[src/rtl/sync_frame_pkg.sv]
// Shared constants for the 1101 sync-pattern link: state encoding, sync marker, guard length, stuff trigger.
package sync_frame_pkg;

  typedef enum logic [2:0] {
    IDLE    = 3'd0,
    GUARD   = 3'd1,
    SYNC    = 3'd2,
    PAYLOAD = 3'd3,
    PARITY  = 3'd4
  } state_t;

  localparam logic [3:0] SYNC_PATTERN  = 4'b1101;
  localparam int         GUARD_LEN     = 2;
  // Last three line bits 1,1,0 (oldest first): a following 1 would complete 1101.
  localparam logic [2:0] STUFF_TRIGGER = 3'b110;

endpackage

[src/rtl/sync_frame_stuffer.sv]
// History of the last three emitted line bits (newest in bit 0) and the stuff request derived from it.
module sync_frame_stuffer
  import sync_frame_pkg::*;
(
  input  logic clk,
  input  logic rst_n,
  input  logic bit_in,
  input  logic en,
  output logic stuff_req
);

  logic [2:0] history_q;

  always_ff @(posedge clk or negedge rst_n) begin
    if (!rst_n) begin
      history_q <= 3'b000;
    end else if (en) begin
      history_q <= {history_q[1:0], bit_in};
    end
  end

  assign stuff_req = (history_q == STUFF_TRIGGER);

endmodule

[src/rtl/sync_frame_tx.sv]
// Serial frame transmitter: 00 guard, 1101 sync, MSB-first zero-stuffed payload.
// Optional trailing even-parity bit when SYNC_FRAME_TX_PARITY_EN is defined.
module sync_frame_tx
  import sync_frame_pkg::*;
#(
  parameter int DATA_W = 8
) (
  input  logic              clk,
  input  logic              rst_n,
  input  logic [DATA_W-1:0] data_in,
  input  logic              data_valid,
  output logic              data_ready,
  output logic              serial_out,
  output logic              frame_active,
  output logic [2:0]        state
);

  localparam int CNT_W = $clog2(DATA_W + 1);

  // state_q names the frame section of the bit currently on serial_out.
  state_t            state_q, state_d;
  logic [DATA_W-1:0] shift_q, shift_d;
  logic [CNT_W-1:0]  cnt_q, cnt_d;
  logic [1:0]        phase_q, phase_d;
  logic              serial_q, serial_d;
  logic              active_q, active_d;
  logic              emit;
  logic              pay_step;
  logic              stuff_req;
`ifdef SYNC_FRAME_TX_PARITY_EN
  logic              parity_q, parity_d;
`endif

  // Handshake: a word transfers on a rising edge where data_valid and data_ready are both high;
  // data_ready depends only on state, data_valid/data_in are ignored whenever data_ready is low.
  assign data_ready   = (state_q == IDLE);
  assign serial_out   = serial_q;
  assign frame_active = active_q;
  assign state        = state_q;

  always_ff @(posedge clk or negedge rst_n) begin
    if (!rst_n) begin
      state_q  <= IDLE;
      shift_q  <= '0;
      cnt_q    <= '0;
      phase_q  <= 2'd0;
      serial_q <= 1'b0;
      active_q <= 1'b0;
`ifdef SYNC_FRAME_TX_PARITY_EN
      parity_q <= 1'b0;
`endif
    end else begin
      state_q  <= state_d;
      shift_q  <= shift_d;
      cnt_q    <= cnt_d;
      phase_q  <= phase_d;
      serial_q <= serial_d;
      active_q <= active_d;
`ifdef SYNC_FRAME_TX_PARITY_EN
      parity_q <= parity_d;
`endif
    end
  end

  always_comb begin
    state_d  = state_q;
    shift_d  = shift_q;
    cnt_d    = cnt_q;
    phase_d  = phase_q;
    serial_d = 1'b0;
    active_d = 1'b1;
    emit     = 1'b1;
    pay_step = 1'b0;
`ifdef SYNC_FRAME_TX_PARITY_EN
    parity_d = parity_q;
`endif
    case (state_q)
      IDLE: begin
        active_d = 1'b0;
        emit     = 1'b0;
        if (data_valid) begin
          // The acceptance edge already puts the first guard bit on the line.
          shift_d  = data_in;
          cnt_d    = '0;
          phase_d  = 2'd1;
          state_d  = GUARD;
          active_d = 1'b1;
          emit     = 1'b1;
`ifdef SYNC_FRAME_TX_PARITY_EN
          parity_d = ^data_in;
`endif
        end
      end
      GUARD: begin
        if (phase_q == 2'(GUARD_LEN)) begin
          serial_d = SYNC_PATTERN[3];
          phase_d  = 2'd1;
          state_d  = SYNC;
        end else begin
          phase_d = phase_q + 2'd1;
        end
      end
      SYNC: begin
        // phase wraps to 0 once all four marker bits have been sent.
        if (phase_q == 2'd0) begin
          pay_step = 1'b1;
        end else begin
          serial_d = SYNC_PATTERN[2'd3 - phase_q];
          phase_d  = phase_q + 2'd1;
        end
      end
      PAYLOAD: pay_step = 1'b1;
`ifdef SYNC_FRAME_TX_PARITY_EN
      PARITY: begin
        state_d  = IDLE;
        active_d = 1'b0;
        emit     = 1'b0;
      end
`endif
      default: begin
        state_d  = IDLE;
        active_d = 1'b0;
        emit     = 1'b0;
      end
    endcase

    if (pay_step) begin
      state_d = PAYLOAD;
      if (cnt_q == CNT_W'(DATA_W)) begin
`ifdef SYNC_FRAME_TX_PARITY_EN
        if (!stuff_req) begin
          serial_d = parity_q;
          state_d  = PARITY;
        end
`else
        state_d  = IDLE;
        active_d = 1'b0;
        emit     = 1'b0;
`endif
      end else if (!stuff_req) begin
        serial_d = shift_q[DATA_W-1];
        shift_d  = shift_q << 1;
        cnt_d    = cnt_q + CNT_W'(1);
      end
    end
  end

  sync_frame_stuffer u_stuffer (
    .clk       (clk),
    .rst_n     (rst_n),
    .bit_in    (serial_d),
    .en        (emit),
    .stuff_req (stuff_req)
  );

endmodule

[config.mk]
export PLATFORM = sky130hd
export DESIGN_NAME = sync_frame_tx
export DESIGN_NICKNAME = d
export VERILOG_FILES = /design/src/rtl/sync_frame_pkg.sv /design/src/rtl/sync_frame_stuffer.sv /design/src/rtl/sync_frame_tx.sv
export SDC_FILE = /design/constraint.sdc
export NUM_CORES = 1
export LEC_CHECK = 0
export ABC_AREA = 0
export CAP_MARGIN = 20
export CORE_MARGIN = 5
export CORE_UTILIZATION = 40
export DETAILED_ROUTE_END_ITERATION = 6
export SKIP_CTS_REPAIR_TIMING = 1
export SLEW_MARGIN = 20
export SYNTH_ARGS = -nofsm -noshare
export SYNTH_HDL_FRONTEND = slang
export SYNTH_SLANG_ARGS = --single-unit
export TNS_END_PERCENT = 20
[constraint.sdc]
create_clock -name clk -period 3.55 [get_ports clk]
set_input_delay 0.355 -clock clk [delete_from_list [all_inputs] [get_ports clk]]
set_output_delay 0.355 -clock clk [all_outputs]
set_load 0.005 [all_outputs]
# [Yosys cells after proc, flatten, opt, wreduce, memory -nomap -nowiden]
# Cells that the tools add are included.
# Widths: inputs -> output; s select.
[classes] mux=33 add_sub_neg=3 n_reduce_logical=7 eq_ne=11 order_cmp=1
[op_table] cell="$mux 8" n=5
[op_table] cell="$mux 4" n=5
[op_table] cell="$mux 1" n=10
[op_table] cell="$mux 3" n=3
[op_table] cell="$pmux 3 s3" n=1
[op_table] cell="$mux 2" n=4
[op_table] cell="$eq 3x2->1 const B" n=2
[op_table] cell="$pmux 1 s2" n=3
[op_table] cell="$pmux 2 s3" n=1
[op_table] cell="$reduce_and 3->1" n=2
[op_table] cell="$add 4x1->4 const B" n=1
[op_table] cell="$eq 4x4->1 const B" n=1
[op_table] cell="$ne 2x2->1 const B" n=2
[op_table] cell="$eq 3x1->1 const B" n=1
[op_table] cell="$eq 3x3->1 const B" n=1
[op_table] cell="$logic_not 3->1" n=1
[op_table] cell="$lt 2x3->1 const B" n=1
[op_table] cell="$ne 3x2->1 const B" n=1
[op_table] cell="$ne 3x3->1 const B" n=1
[op_table] cell="$reduce_bool 3->1" n=1
[op_table] cell="$reduce_or 3->1" n=1
[op_table] cell="$add 2x1->2 const B" n=1
[op_table] cell="$bmux 1 s2" n=1
[op_table] cell="$eq 2x2->1 const B" n=1
[op_table] cell="other kinds (4)" n=4
[totals] out_inout_bits=6 word_cells=62 register_bits=22 inputBits=11

# [Longest topological paths before layout]
[logic_depth] word_depth=8 depth_mapped=7 mapped_depth_nobuf=6

# [By module]
# A second synthesis with hierarchy kept.
[unflattened] hier_cells=112 area_unflattened_um2=1297.5
[by_module_without_submodules] mod="sync_frame_tx" n_inst=1 cells_each=105 seq_area_each_um2=450.4 area_each_um2=1179.9
[by_module_without_submodules] mod="sync_frame_stuffer" n_inst=1 cells_each=7 seq_area_each_um2=75.1 area_each_um2=117.6

# [Least setup slack after synthesis]
# No wires, ideal clock.
[synth_timing] kind="reg2reg" start="reg state_q[0], in the netlist state[0]" end="reg phase_q[0]" path_slack_ns=1.915 arrival_time_ns=1.513 path_stages_with_launch=7 t_required_ns=3.428 period_less_slack_ns=1.635 setup_ns=0.122 n_path_buf=0 cell_sequence="dfrtp_1 -> inv_1 -> ha_1 -> nor2b_1 -> a211oi_1 -> a31o_2 -> a21oi_1"
[synth_via] elab_chain_len=3 word_cells_on_any_way=8 cone_classes="4 x eq/ne; 1 x mux; 3 x reduce/logical"
[synth_rtl] item="from (decl)" line="sync_frame_tx.sv:21" rtl="state_t state_q, state_d;"
[synth_rtl] item="from (signal assigned)" line="sync_frame_tx.sv:53" rtl="state_q <= state_d;"
[synth_rtl] item="$logic_not 3->1 (*)"
[synth_rtl] item="via data_ready" line="sync_frame_tx.sv:12" rtl="output logic data_ready,"
[synth_rtl] item="$ne 2x2->1 (no line) / $reduce_bool 3->1 (equally long branches)"
[synth_rtl] item="$reduce_and 3->1 (no line)"
[synth_rtl] item="to (signal assigned)" line="sync_frame_tx.sv:56" rtl="phase_q <= phase_d;"
[synth_rtl] item="to (decl)" line="sync_frame_tx.sv:24" rtl="logic [1:0] phase_q, phase_d;"
# The timed path passes the listed nets; every way through them passes the cells marked *.
# A chain may end at the register's enable or synchronous reset.

# [Final worst setup path]
[layout_timing] start="reg state_q[1], in the netlist state[1]" end="out data_ready"
[layout_via] elab_chain_len=1
[layout_rtl] item="$logic_not 3->1" line="sync_frame_tx.sv:36" rtl="assign data_ready = (state_q == IDLE);"
[layout_rtl] item="to (decl)" line="sync_frame_tx.sv:12"
# Every way passes these cells.

==> results.py <==
metrics = {
    "run_status": {
        "status": "complete, no violations",
    },
    "placement": {
        "postPlaceCellArea_um2": 1380,
        "dp.cells": 161,
        "dp_hpwl_um": 1600,
        "gp_congestion": 0.775,
        "post-place-ws_ns": 1.64,
        "io_buffers": 15,
    },
    "synthesis": {
        "synth.ff_latch_count": 21,
        "synth.distinct_cells": 34,
        "synth_common_cells": "21 x dfrtp_1, 12 x ha_1, 12 x nor2_1",
        "ys.flop_type": "dfrtp_1",
        "yosysTopAreaCellShare": 0.429,
        "synth_area_per_cell_um2": 10.5,
        "async_reset_ff_frac": 1.00,
        "synth_edf_count": 0,
        "synth_nets": 140,
        "synth_area_leaders": "dfrtp_1 43%, ha_1 12%, mux2i_1 6.5%, nor2_1 3.7%, a21oi_1 3.3%",
        "yosys_warnings": 0,
        "synth_most_common_cell": "dfrtp_1",
        "synth_seq_area_share": 0.429,
        "synth_top_area_cell": "dfrtp_1",
        "syn_area_um2": 1230,
        "postSynthCellCount": 117,
    },
    "finish": {
        "finalInstanceArea_um2": 1410,
        "syn_to_final_growth_pct": 14.9,
        "instances_no_fill": 165,
        "antenna_cells": 0,
        "nets": 156,
        "drive_gt1_frac": 0.0909,
        "utilization": 0.469,
        "fillers": 310,
    },
    "pwr": {
        "leakagePower_uw": 0.000696,
        "powerDensity_nw_per_um2": 867,
        "ir_drop_v": 0.000289,
    },
    "drt": {
        "route.final.wire_length_um": 2070,
        "drt_pass1_iterations": 3,
        "wl_per_cell_um": 12.5,
        "ant_nets": 0,
        "routed_via_density": 5.15,
        "first_iter_violations": 16,
        "drc": 0,
        "num_vias": 849,
    },
    "sta": {
        "fmax_mhz": 511,
        "slew_headroom": 0.387,
        "tightest_slew_ns": 0.917,
        "fin_crit_ns": 1.96,
        "finalSetupViolations": 0,
        "drv_slew": 0,
        "hold_viol_final": 0,
        "fin_ws_ns": 1.59,
        "setup_tns_ns": 0,
        "grt_setup_unrepaired": "false",
        "final.period_utilization": 0.551,
        "skew_ns": 0.00557,
    },
    "worst_setup_path": {
        "cp-start-kind": "flip-flop",
        "path_class": "reg -> out",
        "critical-path-top-delay-family": "buffers and inverters",
        "rr_startpoint": "state[0]",
        "crit_slowest_cell": "clkdlybuf4s50_1",
        "cp-end-kind": "output port",
        "cp.required_ns": 3.19,
        "critical_path.cell_chain": "inv_1, ha_1, clkdlybuf4s50_1",
        "crit_fanout": 6,
        "path_buf_inv": 2,
        "max_stage_delay_ns": 0.51,
        "crit_start": "state[1]",
        "cp_data_arrival_time_ns": 1.60,
    },
    "hold_path": {
        "min_from": "u_stuffer.history_q[2]",
        "hp-class": "reg -> reg",
    },
    "floorplan": {
        "initial_core_util": 0.408,
        "io_pins": 17,
        "fp.dieArea_um2": 4270,
        "die_h_um": 65.4,
        "coreArea_um2": 3000,
        "num_rows": 20,
        "fp.dieW_um": 65.4,
    },
    "clocking": {
        "cts-root-buf": "clkbuf_4",
        "cts_buffer_depth": 2,
        "h-tree-depth": 1,
        "cts_tree": "built",
        "numClockSinks": 21,
        "clk_pin_slew_ns": 0.11,
        "insertion_delay_ns": 0.29,
        "cts_made_buffers": 3,
    },
    "grt": {
        "grt_use_total": 0.113,
        "grt_pass1_vias": 861,
        "overflow": 0,
        "grt_max_degree": 24,
        "antenna_found_initial": 0,
        "grt_pass1_wl_um": 3750,
    },
    "run": {
        "max_cap_viol_count": 0,
    },
}
## layout make-up
type,count,area [µm²],area share
Timing Repair Buffer,15,150,0.107
Clock buffer,4,26.3,0.0187
Inverter,8,30.0,0.0213
Sequential cell,21,526,0.373
Tap cell,33,41.3,0.0293
Multi-Input combinational cell,84,636,0.451
## state kept, by name, summed over array words and instances (netlist names)
register and cells:
cnt_q 4, frame_active 1, phase_q 2, serial_out 1
shift_q 8, state 2, u_stuffer.history_q 3
## power breakdown
| part | switching (µW) | total [µW] | internal, µW |
|---|---|---|---|
| clock network | 68.0 | 112 | 43.7 |
| registers | 91.2 | 445 | 354 |
| logic | 346 | 664 | 318 |
| total | 505 | 1220 | 716 |
## placed cells by master (no fill, tap or decap), types with 2 or more instances in the layout
| master | instances |
|---|---|
| nand2_1 | 6 |
| o21a_1 | 2 |
| mux2_4 | 2 |
| o21ai_1 | 3 |
| o21ai_0 | 5 |
| mux2i_1 | 8 |
| inv_1 | 8 |
| nand3_1 | 6 |
| nor2_1 | 12 |
| clkdlybuf4s50_1 | 15 |
| a21oi_1 | 8 |
| nor2b_1 | 2 |
| dfrtp_1 | 21 |
| ha_1 | 12 |
| clkbuf_4 | 3 |
## cell families (layout without fill, tap and decap cells)
| group | after synthesis | after routing | synth area share |
|---|---|---|---|
| buffers and inverters | 12 | 27 | 0.0531 |
| adders and majority gates | 12 | 12 | 0.122 |
| other | 1 | 1 | 0.00306 |
| xor gates and xnor gates | 1 | 1 | 0.00714 |
| muxes | 10 | 10 | 0.0898 |
| AOI/OAI and AO/OA | 30 | 30 | 0.175 |
| and+or+nand+nor | 30 | 30 | 0.121 |
| DFF | 21 | 21 | 0.429 |
## per-layer routing
metal / GRT usage / share of wire / vias up
li1: - / - / 430
met1: 0.129 / 0.43 / 402
met2: 0.210 / 0.51 / 15
met3: 0.0205 / 0.046 / 2
met4: 0.0389 / 0.0048 / 0
met5: 0 / 0 / -
## through the flow
stage	hold slack, ns	total power [µW]
6_report	0.521	1220
2_1_floorplan	0.0594	979
3_5_place_dp	0.499	1130
4_1_cts	0.526	1240
3_3_place_gp	0.502	1100
5_1_grt	0.551	1350
## path summary, 6_finish.rpt
check	cells after the start	slack (ns)	to
hold reg to reg	1	0.52	u_stuffer.history_q[2]
min in group asynchronous	1	0.56	shift_q[1]
max in group asynchronous	1	2.43	shift_q[4]
setup / recovery	3	1.59	data_ready
setup reg to reg	6	1.64	u_stuffer.history_q[0]
hold / removal	1	0.52	u_stuffer.history_q[2]
Note: power is estimated with default switching activity, not from simulation.
==> RTL change 1 (same flow settings) <==
Compare `cnt_q` against `CNT_W'(DATA_W)` with >= in place of ==.
--- a/src/rtl/sync_frame_tx.sv
+++ b/src/rtl/sync_frame_tx.sv
@@ -126,7 +126,7 @@
 
     if (pay_step) begin
       state_d = PAYLOAD;
-      if (cnt_q == CNT_W'(DATA_W)) begin
+      if (cnt_q >= CNT_W'(DATA_W)) begin
 `ifdef SYNC_FRAME_TX_PARITY_EN
         if (!stuff_req) begin
           serial_d = parity_q;
Function: same outputs for any inputs over 10 cycles, from zero or initial values and one cycle with rst_n low; that may be too few to reach the edited logic, so the function may still have changed.
==> RTL change 1 against the unedited design <==
  * The flow now finishes with violations (hold timing)
  * Via count decreased by 6.1%
  * Power is 10% lower
  * Final area shrank 3.6%
  * Setup slack got worse by 0.29 ns
  * Wire length shrank 6.8%
  * Sequential cell count unchanged
  * Count of clock-buffer cells in the layout is 1 lower
  * Area after synthesis down 5.7%
  * Final cell count decreased by 6.7%
  * Highest routed layer unchanged
  * Sequential share of layout area grew 1.4 points
  * Die area shrank 4.9%
==> RTL change 1: results (changes against the unedited design) <==
The endpoint class of the critical path is a register. In the post-synthesis netlist, the biggest area contributors are sky130_fd_sc_hd__dfrtp_1, sky130_fd_sc_hd__ha_1, sky130_fd_sc_hd__mux2i_1, sky130_fd_sc_hd__nand2_1, sky130_fd_sc_hd__o21ai_0. The met3 layer wire length in the routed design is 54 um (-44%). The via count of the routed design is 797 (-6.1%), and the placement-stage worst setup slack is 1.30 ns (-0.338 ns).

The average via count per standard cell was 5.18 (+0.58%). The run gives 564 uW (-15%) as the combinational cell power. The share of the synthesized area in compound gates (AO/OA/AOI/OAI) was 13.1% (-4.4 points); the post-route minimum period was 2.25 ns (+0.294 ns). The number of placed instances, taps included is 150 (-6.8%).

The critical-path cell with the highest stage delay was sky130_fd_sc_hd__dfrtp_1. The multiplexer area fraction after synthesis was 13.0% (+4.0 points); the number of nets produced by synthesis was 129 (-7.9%). The run gives 0.756 (-2.6%) as the routability congestion estimate from global placement.

The maximum clock skew at final layout was 0.00309 ns (-0.00249 ns). The xor/xnor share of the synthesized area is 0% (-0.71 points), and the share of layout cells above drive strength 1 is 13.0% (+3.9 points). For the met3 usage in global routing, the log shows 1.75% (-0.30 points).

Critical path's top delay family: multiplexers. The commonest cells after synthesis are sky130_fd_sc_hd__dfrtp_1, sky130_fd_sc_hd__nand2_1, sky130_fd_sc_hd__ha_1. Worst hold-check slack: -0.0145 ns (-0.536 ns). The cell depth of the worst flop-to-flop path was 7 (+1). The post-synthesis adder-cell area fraction is 13.0% (+0.74 points).

The internal power is 665 uW (-7.1%), and the global-route met1 utilization is 13.4% (+0.49 points). The wire length per cell after detailed routing came out at 12.5 um (-0.17%). The flow ran to the end, but the final reports show violations.

The met2 routing resource usage after global routing is 16.5% (-4.5 points). The checks that failed: hold timing. The tools report the static leakage as 0.000664 uW (-4.6%). The tools report the peak supply drop as 0.406 mV (+40%). The path type of the worst min-delay path is in2async. Half-perimeter wire length after detailed placement: 1.51 mm (-5.9%).

The total met2 wirelength after detailed routing was 953 um (-10%). The distinct cell type count after synthesis was 27 (-21%); the arrival time of the worst setup path was 2.45 ns (+0.85 ns). The combinational power share was 51.4% (-3.0 points); the global-route wire length before repair was 3.35 mm (-10%). The run gives 21 (+21) as the total count of hold-check failures in the final report. The worst register-to-register path ends at u_stuffer.history_q[0]$_DFFE_PN0P_. The largest stage delay on the critical path is 0.46 ns (-0.05 ns).

The run gives 45.5% (+2.6 points) as the sequential cell area fraction in the yosys report. The maximum fanout along the worst path came out at 23 (+17). The global-route usage over all layers was 10.2% (-1.1 points). For the count of routing violations after the opening detailed-route iteration, the log shows 26 (+10). The number of instances in the synthesized netlist came out at 106 (-9.4%). For the count of TritonRoute iterations in the first routing pass, the log shows 4 (+1). Number of global-route vias before repair: 775 (-10%).
-- RTL change 1: cell count changes after synthesis, moves of 2 or more --
cell	before	now
sky130_fd_sc_hd__nor2_1	12	1
sky130_fd_sc_hd__nand2_1	6	14
sky130_fd_sc_hd__mux2_2	0	4
sky130_fd_sc_hd__nand3_1	6	2
sky130_fd_sc_hd__o21ai_0	5	9
sky130_fd_sc_hd__a21oi_1	8	5
sky130_fd_sc_hd__o21ai_1	3	0
sky130_fd_sc_hd__buf_6	2	0
sky130_fd_sc_hd__nor2b_1	2	4
sky130_fd_sc_hd__o21a_1	2	0
-- RTL change 1: final cells by class --
type,instances,area [um2]
multi-input combinational,75,587
clock inverter,1,5.00
clock buffer,3,22.5
fill,265,1400
tap,31,38.8
timing repair buffer,16,153
sequential,21,526
inverter,7,26.3
==> RTL change 2 (same settings) <==
Without the edit above. Add a define of `SYNC_FRAME_TX_PARITY_EN`.
--- a/src/rtl/sync_frame_tx.sv
+++ b/src/rtl/sync_frame_tx.sv
@@ -1,5 +1,7 @@
 // Serial frame transmitter: 00 guard, 1101 sync, MSB-first zero-stuffed payload.
 // Optional trailing even-parity bit when SYNC_FRAME_TX_PARITY_EN is defined.
+`define SYNC_FRAME_TX_PARITY_EN
+
 module sync_frame_tx
   import sync_frame_pkg::*;
 #(
Behaviour: no difference found for any inputs over 10 cycles, from zero or initial values and one cycle with rst_n low; that may be too few to reach the edited logic, so the function may still have changed.
==> RTL change 2 against the unedited design <==
  * Setup slack worse by 0.073 ns
  * Wire length is 12% higher
  * Synthesized cell count is 4.3% higher
  * The run now ends with hold timing left
  * Final area is 3.0% higher
  * Power is 9.2% lower
  * Sequential cell count is 2 higher
  * Area after synthesis is 3.8% higher
  * Sequential share of layout area is 2.4 points higher
==> RTL change 2: results (changes against the unedited design) <==
The logs give 4.26 mm (+14%) for the global-route wire length before repair and 138 (-1.4%) for the number of nets produced by synthesis. The maximum fanout along the worst path is 13 (+7), and the standard cell area after detailed placement is 0.00143 mm2 (+3.3%). Transition time at the pin with the least slew margin: 0.667 ns (-0.249 ns). The cell depth of the worst flop-to-flop path works out to 4 (-2). The run gives 1 (unchanged) as the maximum level of the CTS H-tree. For the global-route usage over all layers, the log shows 12.3% (+0.93 points).

The share of layout cells above drive strength 1 is 13.3% (+4.2 points), and the number of global-route vias before repair is 951 (+10%). The number of input and output port buffers inserted was 16 (+1). The commonest cells after synthesis are sky130_fd_sc_hd__dfrtp_1, sky130_fd_sc_hd__nor2_1, sky130_fd_sc_hd__nand2_1. The run gives 300 (-3.2%) as the filler cell count. The tightest min-delay check is of the in2async type. The largest registers in the layout are shift_q (8), cnt_q (4).

The clock transition at the register clock pins on the worst setup and hold paths after CTS is 0.13 ns (+0.02 ns). The final reports fail on hold timing. The half-perimeter wire length after detailed placement was 1.73 mm (+8.0%). The largest individual stage delay along the critical path comes from the cell sky130_fd_sc_hd__dfrtp_1. The flow ran to the end, but the final reports show violations.

The tools report the routability congestion estimate from global placement as 0.805 (+3.8%). The static leakage is 0.000619 uW (-11%). The tools report the total count of hold-check failures in the final report as 16 (+16).

The average via count per standard cell was 5.07 (-1.4%). The count of nets after finishing is 152 (-2.6%), and the distinct cell type count after synthesis is 32 (-5.9%). The count of routing violations after the opening detailed-route iteration was 63 (+47). The maximum clock skew at final layout is 0.00502 ns (-0.000556 ns), and the worst hold-check slack is -0.0113 ns (-0.533 ns). The summed negative setup slack over all endpoints came out at 0 ns (unchanged).

After synthesis, the cell types taking the most area are sky130_fd_sc_hd__dfrtp_1, sky130_fd_sc_hd__o22ai_2, sky130_fd_sc_hd__nor2_1, sky130_fd_sc_hd__ha_1, sky130_fd_sc_hd__xnor2_1. The peak supply drop is 0.444 mV (+53%). The largest stage delay on the critical path came out at 0.55 ns (+0.04 ns). The tools report the sequential cell area fraction in the yosys report as 45.2% (+2.4 points). The final routed wirelength across all metal layers came out at 2.31 mm (+12%). The insertion delay of the later-clocked pin in the worst-skew pair is 0.31 ns (+0.02 ns).
[RTL change 2: cell types whose count changed in the layout (fill, tap and decap cells not counted), sizes merged, moves of 3 or more]
cell	change
o22ai	+9
ha	-7
xnor2	+7
a21oi	-5
mux2i	-5
nor2	+5
o21ai	-4
inv	-3
nand2	+3
[RTL change 2: power by group]
group / leakage (uW) / switching [uW] / total [uW] / internal (uW)
logic: 0.000330 / 256 / 514 / 258
registers: 0.000271 / 99.6 / 473 / 374
clock network: 0.0000177 / 79.8 / 122 / 42.1
[RTL change 2: final cells by class]
class	count	area, um2	share of cell area [%]
multi-input cells	87	619	42.7
flip-flops and latches	23	576	39.7
repair buffers	16	155	10.7
well taps	44	55.1	3.79
clock buffers	3	22.5	1.55
inverters	5	18.8	1.29
clock inverters	1	5.00	0.345
[RTL change 2: worst paths after layout]
path	from	endpoint	slack [ns]
max	state[2]$_DFFE_PN0P_	data_ready	1.52
min	rst_n	phase_q[0]$_DFFE_PN0P_	-0.01
max reg2reg	state[1]$_DFFE_PN0P_	shift_q[4]$_DFF_PN0_	1.64
min reg2reg	parity_q$_DFFE_PN0P_	parity_q$_DFFE_PN0P_	0.52
max in group asynchronous	rst_n	shift_q[7]$_DFF_PN0_	3.21
min in group clk	parity_q$_DFFE_PN0P_	parity_q$_DFFE_PN0P_	0.52
[RTL change 2: stage by stage]
stage          hold WS [ns]  utilization (%)  std cells  setup slack [ns]
2_1_floorplan        0.0594                -        122              1.84
3_3_place_gp          0.473             46.8        175              1.42
3_5_place_dp          0.490             46.8        175              1.40
4_1_cts               0.525             47.7        179              1.50
5_1_grt              0.0267             47.5        179              1.40
6_report            -0.0113             47.5        179              1.52
[RTL change 2: critical path: cells and delay by family (launching register included)]
| family | cells | cell delay, ns |
|---|---|---|
| AND/OR/NAND/NOR | 1 | 0.26 |
| flip-flops | 1 | 0.55 |
| buffers and inverters | 1 | 0.55 |
[RTL change 2: cell families (layout without fill, tap and decap cells)]
group | Yosys count | count (layout) | synth area share, %
xor+xnor | 7 | 7 | 4.82
fa+ha+maj | 5 | 5 | 4.92
mux | 6 | 6 | 5.01
simple gates | 47 | 47 | 19.1
flops | 23 | 23 | 45.2
compound gates | 22 | 22 | 14.8
buf+inv | 12 | 25 | 6.10
[RTL change 2: routing by layer]
layer | part of all wire, % | track usage [%]
met5 | 0 | 0
met4 | 0.69 | 2.28
met3 | 4.9 | 4.08
met2 | 47 | 20.6
met1 | 48 | 15.3
